<file path="config.mk">
export PLATFORM = sky130hd
export DESIGN_NAME = chunked_adder_seq
export DESIGN_NICKNAME = d
export VERILOG_FILES = /design/src/rtl/chunked_adder_seq_pkg.sv /design/src/rtl/chunked_adder_seq_chunk_adder.sv /design/src/rtl/chunked_adder_seq.sv
export SDC_FILE = /design/constraint.sdc
export NUM_CORES = 1
export LEC_CHECK = 0
export BUFFER_PORTS_ARGS = -buffer_cell sky130_fd_sc_hd__buf_2
export CAP_MARGIN = 20
export CORE_UTILIZATION = 38
export DETAILED_ROUTE_END_ITERATION = 8
export GPL_ROUTABILITY_DRIVEN = 0
export HOLD_SLACK_MARGIN = 0.08
export PLACE_DENSITY = 0.73
export SYNTH_ARGS = -nofsm -noshare
export SYNTH_HDL_FRONTEND = slang
export SYNTH_HIERARCHICAL = 1
export SYNTH_SLANG_ARGS = --single-unit
</file>
<file path="constraint.sdc">
create_clock -name clk -period 3.8 [get_ports clk]
set_clock_uncertainty 0.05 [all_clocks]
set_input_delay 0.76 -clock clk [delete_from_list [all_inputs] [get_ports clk]]
set_output_delay 0.76 -clock clk [all_outputs]
set_load 0.005 [all_outputs]
</file>
<file path="src/rtl/chunked_adder_seq_pkg.sv">
// rtl/chunked_adder_seq_pkg.sv - shared types and defaults for the chunked adder sequencer
package chunked_adder_seq_pkg;

  localparam int CHUNK_W_DEFAULT    = 10;
  localparam int NUM_CHUNKS_DEFAULT = 4;

  typedef enum logic [1:0] {
    IDLE = 2'd0,
    RUN  = 2'd1,
    DONE = 2'd2
  } state_t;

endpackage

</file>
<file path="src/rtl/chunked_adder_seq_chunk_adder.sv">
// rtl/chunked_adder_seq_chunk_adder.sv - combinational CHUNK_W-bit adder slice
// Ports:
//   a, b : addend chunks
//   ci   : carry in
//   s    : sum chunk
//   co   : carry out
module chunk_adder #(
  parameter int CHUNK_W = 10
) (
  input  logic [CHUNK_W-1:0] a,
  input  logic [CHUNK_W-1:0] b,
  input  logic               ci,
  output logic [CHUNK_W-1:0] s,
  output logic               co
);

  // One extra bit captures the carry out of the slice.
  assign {co, s} = {1'b0, a} + {1'b0, b} + {{CHUNK_W{1'b0}}, ci};

endmodule

</file>
<file path="src/rtl/chunked_adder_seq.sv">
// rtl/chunked_adder_seq.sv - wide adder that runs one narrow slice over the operands LSB chunk first
// Ports:
//   clk, rst_n           : clock, asynchronous active-low reset
//   in_valid / in_ready  : operand handshake (op_a, op_b, cin)
//   out_valid / out_ready: result handshake (sum, cout)
//   busy                 : high while chunks are being added
module chunked_adder_seq
  import chunked_adder_seq_pkg::*;
#(
  parameter int  CHUNK_W    = CHUNK_W_DEFAULT,
  parameter int  NUM_CHUNKS = NUM_CHUNKS_DEFAULT,
  localparam int W          = CHUNK_W * NUM_CHUNKS
) (
  input  logic         clk,
  input  logic         rst_n,
  input  logic         in_valid,
  output logic         in_ready,
  input  logic [W-1:0] op_a,
  input  logic [W-1:0] op_b,
  input  logic         cin,
  output logic         out_valid,
  input  logic         out_ready,
  output logic [W-1:0] sum,
  output logic         cout,
  output logic         busy
);

  localparam int IDX_W = (NUM_CHUNKS > 1) ? $clog2(NUM_CHUNKS) : 1;
  localparam logic [IDX_W-1:0] LAST_IDX = IDX_W'(NUM_CHUNKS - 1);

  state_t             state_q, state_d;
  logic [W-1:0]       a_reg, b_reg, sum_reg;
  logic               carry_reg, cout_reg;
  logic [IDX_W-1:0]   idx;

  logic [CHUNK_W-1:0] a_sel, b_sel, slice_s;
  logic               slice_co;
  logic               last_chunk;
  logic               accept;

  assign last_chunk = (idx == LAST_IDX);
  assign accept     = in_valid & in_ready;

  // Chunk select for the slice inputs.
  always_comb begin
    a_sel = '0;
    b_sel = '0;
    for (int k = 0; k < NUM_CHUNKS; k++) begin
      if (idx == IDX_W'(k)) begin
        a_sel = a_reg[k*CHUNK_W +: CHUNK_W];
        b_sel = b_reg[k*CHUNK_W +: CHUNK_W];
      end
    end
  end

  chunk_adder #(
    .CHUNK_W (CHUNK_W)
  ) u_slice (
    .a  (a_sel),
    .b  (b_sel),
    .ci (carry_reg),
    .s  (slice_s),
    .co (slice_co)
  );

  // State register.
  always_ff @(posedge clk or negedge rst_n) begin
    if (!rst_n) begin
      state_q <= IDLE;
    end else begin
      state_q <= state_d;
    end
  end

  // Next state and handshake outputs.
  always_comb begin
    state_d   = state_q;
    in_ready  = 1'b0;
    out_valid = 1'b0;
    busy      = 1'b0;
    case (state_q)
      IDLE: begin
        in_ready = 1'b1;
        if (in_valid) state_d = RUN;
      end
      RUN: begin
        busy = 1'b1;
        if (last_chunk) state_d = DONE;
      end
      DONE: begin
        out_valid = 1'b1;
        // Taking the result frees the operand slot in the same cycle,
        // so a waiting operand set starts with no bubble.
        in_ready  = out_ready;
        if (out_ready) state_d = in_valid ? RUN : IDLE;
      end
      default: begin
        state_d = IDLE;
      end
    endcase
  end

  // Operand, carry, index and result registers.
  always_ff @(posedge clk or negedge rst_n) begin
    if (!rst_n) begin
      a_reg     <= '0;
      b_reg     <= '0;
      carry_reg <= 1'b0;
      idx       <= '0;
      sum_reg   <= '0;
      cout_reg  <= 1'b0;
    end else if (accept) begin
      a_reg     <= op_a;
      b_reg     <= op_b;
      carry_reg <= cin;
      idx       <= '0;
    end else if (state_q == RUN) begin
      for (int k = 0; k < NUM_CHUNKS; k++) begin
        if (idx == IDX_W'(k)) sum_reg[k*CHUNK_W +: CHUNK_W] <= slice_s;
      end
      carry_reg <= slice_co;
      if (last_chunk) begin
        cout_reg <= slice_co;
        idx      <= '0;
      end else begin
        idx <= idx + IDX_W'(1);
      end
    end
  end

  assign sum  = sum_reg;
  assign cout = cout_reg;

endmodule
</file>
==> summary.md <==
| Metric | Value |
|---|---|
| Half-perimeter wire length after placement | 10400 um |
| EDFF count, synth | 0 |
| Final Max Tran Viols | 0 |
| Core Rows | between 40 and 50 |
| Count of nets after finishing | 670 |
| Core footprint | roughly 15000 sq um |
| Worst slew pin tran | 0.718 ns |
| Pin count of the biggest net entering global routing | 85 |
| Sw Ratio | roughly two fifths |
| Number of DRC markers in iteration 0 | 332 |
| Initial antenna violation count | 0 |
| Main synth FF type | dfrtp_1 |
| Final Routed Wirelength | 14000 um |
| Fill cells | between 1000 and 1500 |
| Crit Path Class | flip-flop to flip-flop |
| Via count | slightly above 4000 |
| Syn nets | 534 |
| Cell Count, Final, Fillers Out | approximately 770 |
| PwrDens | approximately 1100 nW/um^2 |
| Post-Place Cells | 735 |
| Number of global-route vias before repair | 4148 |
| Area delta synth->final | 24.5% |
| Worst Path Arrival | approximately 3.8 ns |
| HP Class | input port to async pin |
| RSZ-0062 raised after global routing | false |
| Clock period minus worst slack | between 3 and 4 ns |
| Synth cell types | 37 |
| Core Util, Final | 49.2% |
| Startpoint Class | flip-flop |
| Post-synthesis register bit count | 126 |
| Clk pwr share | 19.2% |
| Htree depth | 4 |
| Cells after synthesis | approximately 430 |
| Layout cells sized above 1 | between 40% and 50% |
| Multi-input logic area | 2520 sq um |
| Drc violations | 0 |
| IO Port Bufs | 128 |
| Total track usage | about a fifth |
| Wire length of the first global-routing pass | 22700 um |
| Die ar. | 15900 sq um |
| Rel. slew slack | 52.1% |
| Hold_ws | 0.333 ns |
| Int Pwr | 0.00484 W |
| Status | finished, final reports clean |
| Final period util | 93.3% |
| Post-synth ARST share | 100% |
| Die extent in y | about 130 um |
| Io pins | 129 |
| Remaining Overflow, GRT | 0 |
| Crit path max fanout | 5 |
| Initial core utilization | between 30% and 40% |
| Synth top area share | between 50 and 60% |
| Drt pass-1 iters | 4 |
| Register area share after synthesis | 54.0% |
| WP data required | 4.04 ns |
| Clock latency on the worst-skew pair | 0.42 ns |
| Register area | 3150 sq um |
| CTS tree | built |
| Avg Inst Size Synth | 13.4 sq um |
| Top cells by area, synth | dfrtp_1, mux2_1, mux2_2 |
| Cell taking the most area after synthesis | dfrtp_1 |
| Final number of setup-violating endpoints | 0 |
| ANT cells | 0 |
| Logic pwr share | 49.8% |
| Fmax | 282 MHz |
| Flop pwr share | 31.0% |
| Clk slew on worst S/H paths | 0.06 ns |
| Final count of hold timing violations | 0 |
| Crit end category | flip-flop |
| Post-Syn Area | just under 6000 sq um |
| Max Cap Viol | 0 |
| Worst ir drop on vdd | 462 uV |
| Die W | 126 um |
| TritonCTS buffer count | 17 |
| Yosys warns | 6 |
| Clock tree buffer depth | 2 |
| DR WL/cell | 18.3 um |
| CTS Sinks | between 100 and 150 |
| Final setup TNS | 0 ns |
| Cts hold-fix bufs | 0 |
| P_sw | 0.00308 W |
| Final ANT Viol Nets | 0 |
| CTS Root Cell | clkbuf_16 |
| Vias per std cell | 5.29 |
| Leakage power | 3.32 nW |
[area by class of cell]
type	instances	share of cell area, %
inverter	10	0.551
multi-input combinational	275	34.7
timing repair buffer	140	10.4
clock buffer	18	6.05
sequential	126	43.4
clock inverter	13	1.64
tap	184	3.17
[critical path: stages (launching register included)]
cell and delay [ns]:
dfrtp_1 0.41, inv_1 0.09, ha_1 0.25, nor2b_2 0.20
a221oi_2 0.23, o31ai_1 0.14, fa_1 0.47, inv_1 0.09
fa_1 0.21, nor2b_1 0.06, o21a_1 0.18, a31o_1 0.24
nor2_1 0.15, o21ai_1 0.11, mux2_2 0.26, mux2_1 0.28
[power by group through the flow]
stage	sequential (W)	clock, W	combinational (W)
2_1_floorplan	0.00236	0	0.00280
3_3_place_gp	0.00244	0	0.00374
3_5_place_dp	0.00247	0	0.00391
4_1_cts	0.00245	0.00155	0.00393
5_1_grt	0.00254	0.00161	0.00432
6_report	0.00246	0.00152	0.00395
[synthesized netlist by cell type, types with 3 or more instances]
library cell	count
buf_6	6
buf_2	3
dfrtp_1	126
a21oi_1	11
o21ai_0	3
buf_4	3
xnor2_1	6
and3_1	3
mux2_2	60
nor2b_1	22
mux2_1	63
inv_1	9
a21o_1	3
o31ai_1	19
clkbuf_1	11
a221oi_1	19
nand2_2	4
ha_1	13
nand2_1	25
[metrics by stage]
| stage | instance area, sq um | setup slack, ns | total power [W] |
|---|---|---|---|
| final | 7260 | 0.256 | 0.00792 |
| after global routing | 7260 | 0.0344 | 0.00847 |
| after CTS | 7240 | 0.195 | 0.00794 |
| after detailed placement | 6690 | 0.215 | 0.00638 |
| after global placement | 6690 | 0.310 | 0.00617 |
| after floorplan | 5840 | 0.268 | 0.00516 |
[final timing paths]
check,from,end,slack (ns),depth (start not counted)
min in group clk,b_reg[29]$_DFFE_PN0P_,b_reg[29]$_DFFE_PN0P_,0.43,1
max in group asynchronous,rst_n,idx[1]$_DFFE_PN0P_,2.55,2
setup / recovery,idx[0]$_DFFE_PN0P_,carry_reg$_DFFE_PN0P_,0.26,15
setup reg to reg,idx[0]$_DFFE_PN0P_,carry_reg$_DFFE_PN0P_,0.26,15
hold / removal,rst_n,sum[7]$_DFFE_PN0P_,0.33,1
hold reg to reg,b_reg[29]$_DFFE_PN0P_,b_reg[29]$_DFFE_PN0P_,0.43,1
[routing by layer]
layer | GRT usage [%] | wire, um | vias up
li1 | - | - | 1847
met1 | 24.7 | 6380 | 2051
met2 | 28.9 | 6420 | 130
met3 | 5.90 | 815 | 26
met4 | 8.08 | 382 | 0
met5 | 0 | 0 | -
[what timing repair did]
item	in CTS	in global routing
endpoints found under the setup margin	0	1
resized for setup	0	4
setup buffers	0	0
[cell usage in the layout (no fill, tap or decap), types with 3 or more instances in the layout]
cell type | synthesis | final
a221oi_1 | 19 | 17
o21ai_0 | 3 | 3
mux2_2 | 60 | 60
nor2b_1 | 22 | 21
inv_1 | 9 | 9
ha_1 | 13 | 13
nand2_1 | 25 | 25
clkinv_4 | 0 | 4
and3_1 | 3 | 3
buf_4 | 3 | 11
clkinv_2 | 0 | 3
clkbuf_16 | 0 | 17
buf_2 | 3 | 127
mux2_1 | 63 | 63
xnor2_1 | 6 | 6
dfrtp_1 | 126 | 126
a21o_1 | 3 | 3
a21oi_1 | 11 | 11
clkinvlp_4 | 0 | 4
o31ai_1 | 19 | 18
nand2_2 | 4 | 4
[cells by family (layout without fill, tap and decap cells)]
logic type | count (synthesis) | after routing | share of synthesized area (%)
adder cells (fa/ha/maj) | 15 | 15 | 3.47
buffers and inverters | 33 | 181 | 3.19
AND/OR/NAND/NOR | 63 | 63 | 5.75
AO/OA/AOI/OAI | 66 | 66 | 8.62
XOR/XNOR | 8 | 8 | 1.20
multiplexers | 123 | 123 | 23.7
flip-flops | 126 | 126 | 54.0
Power figures use the tool's default switching activity.
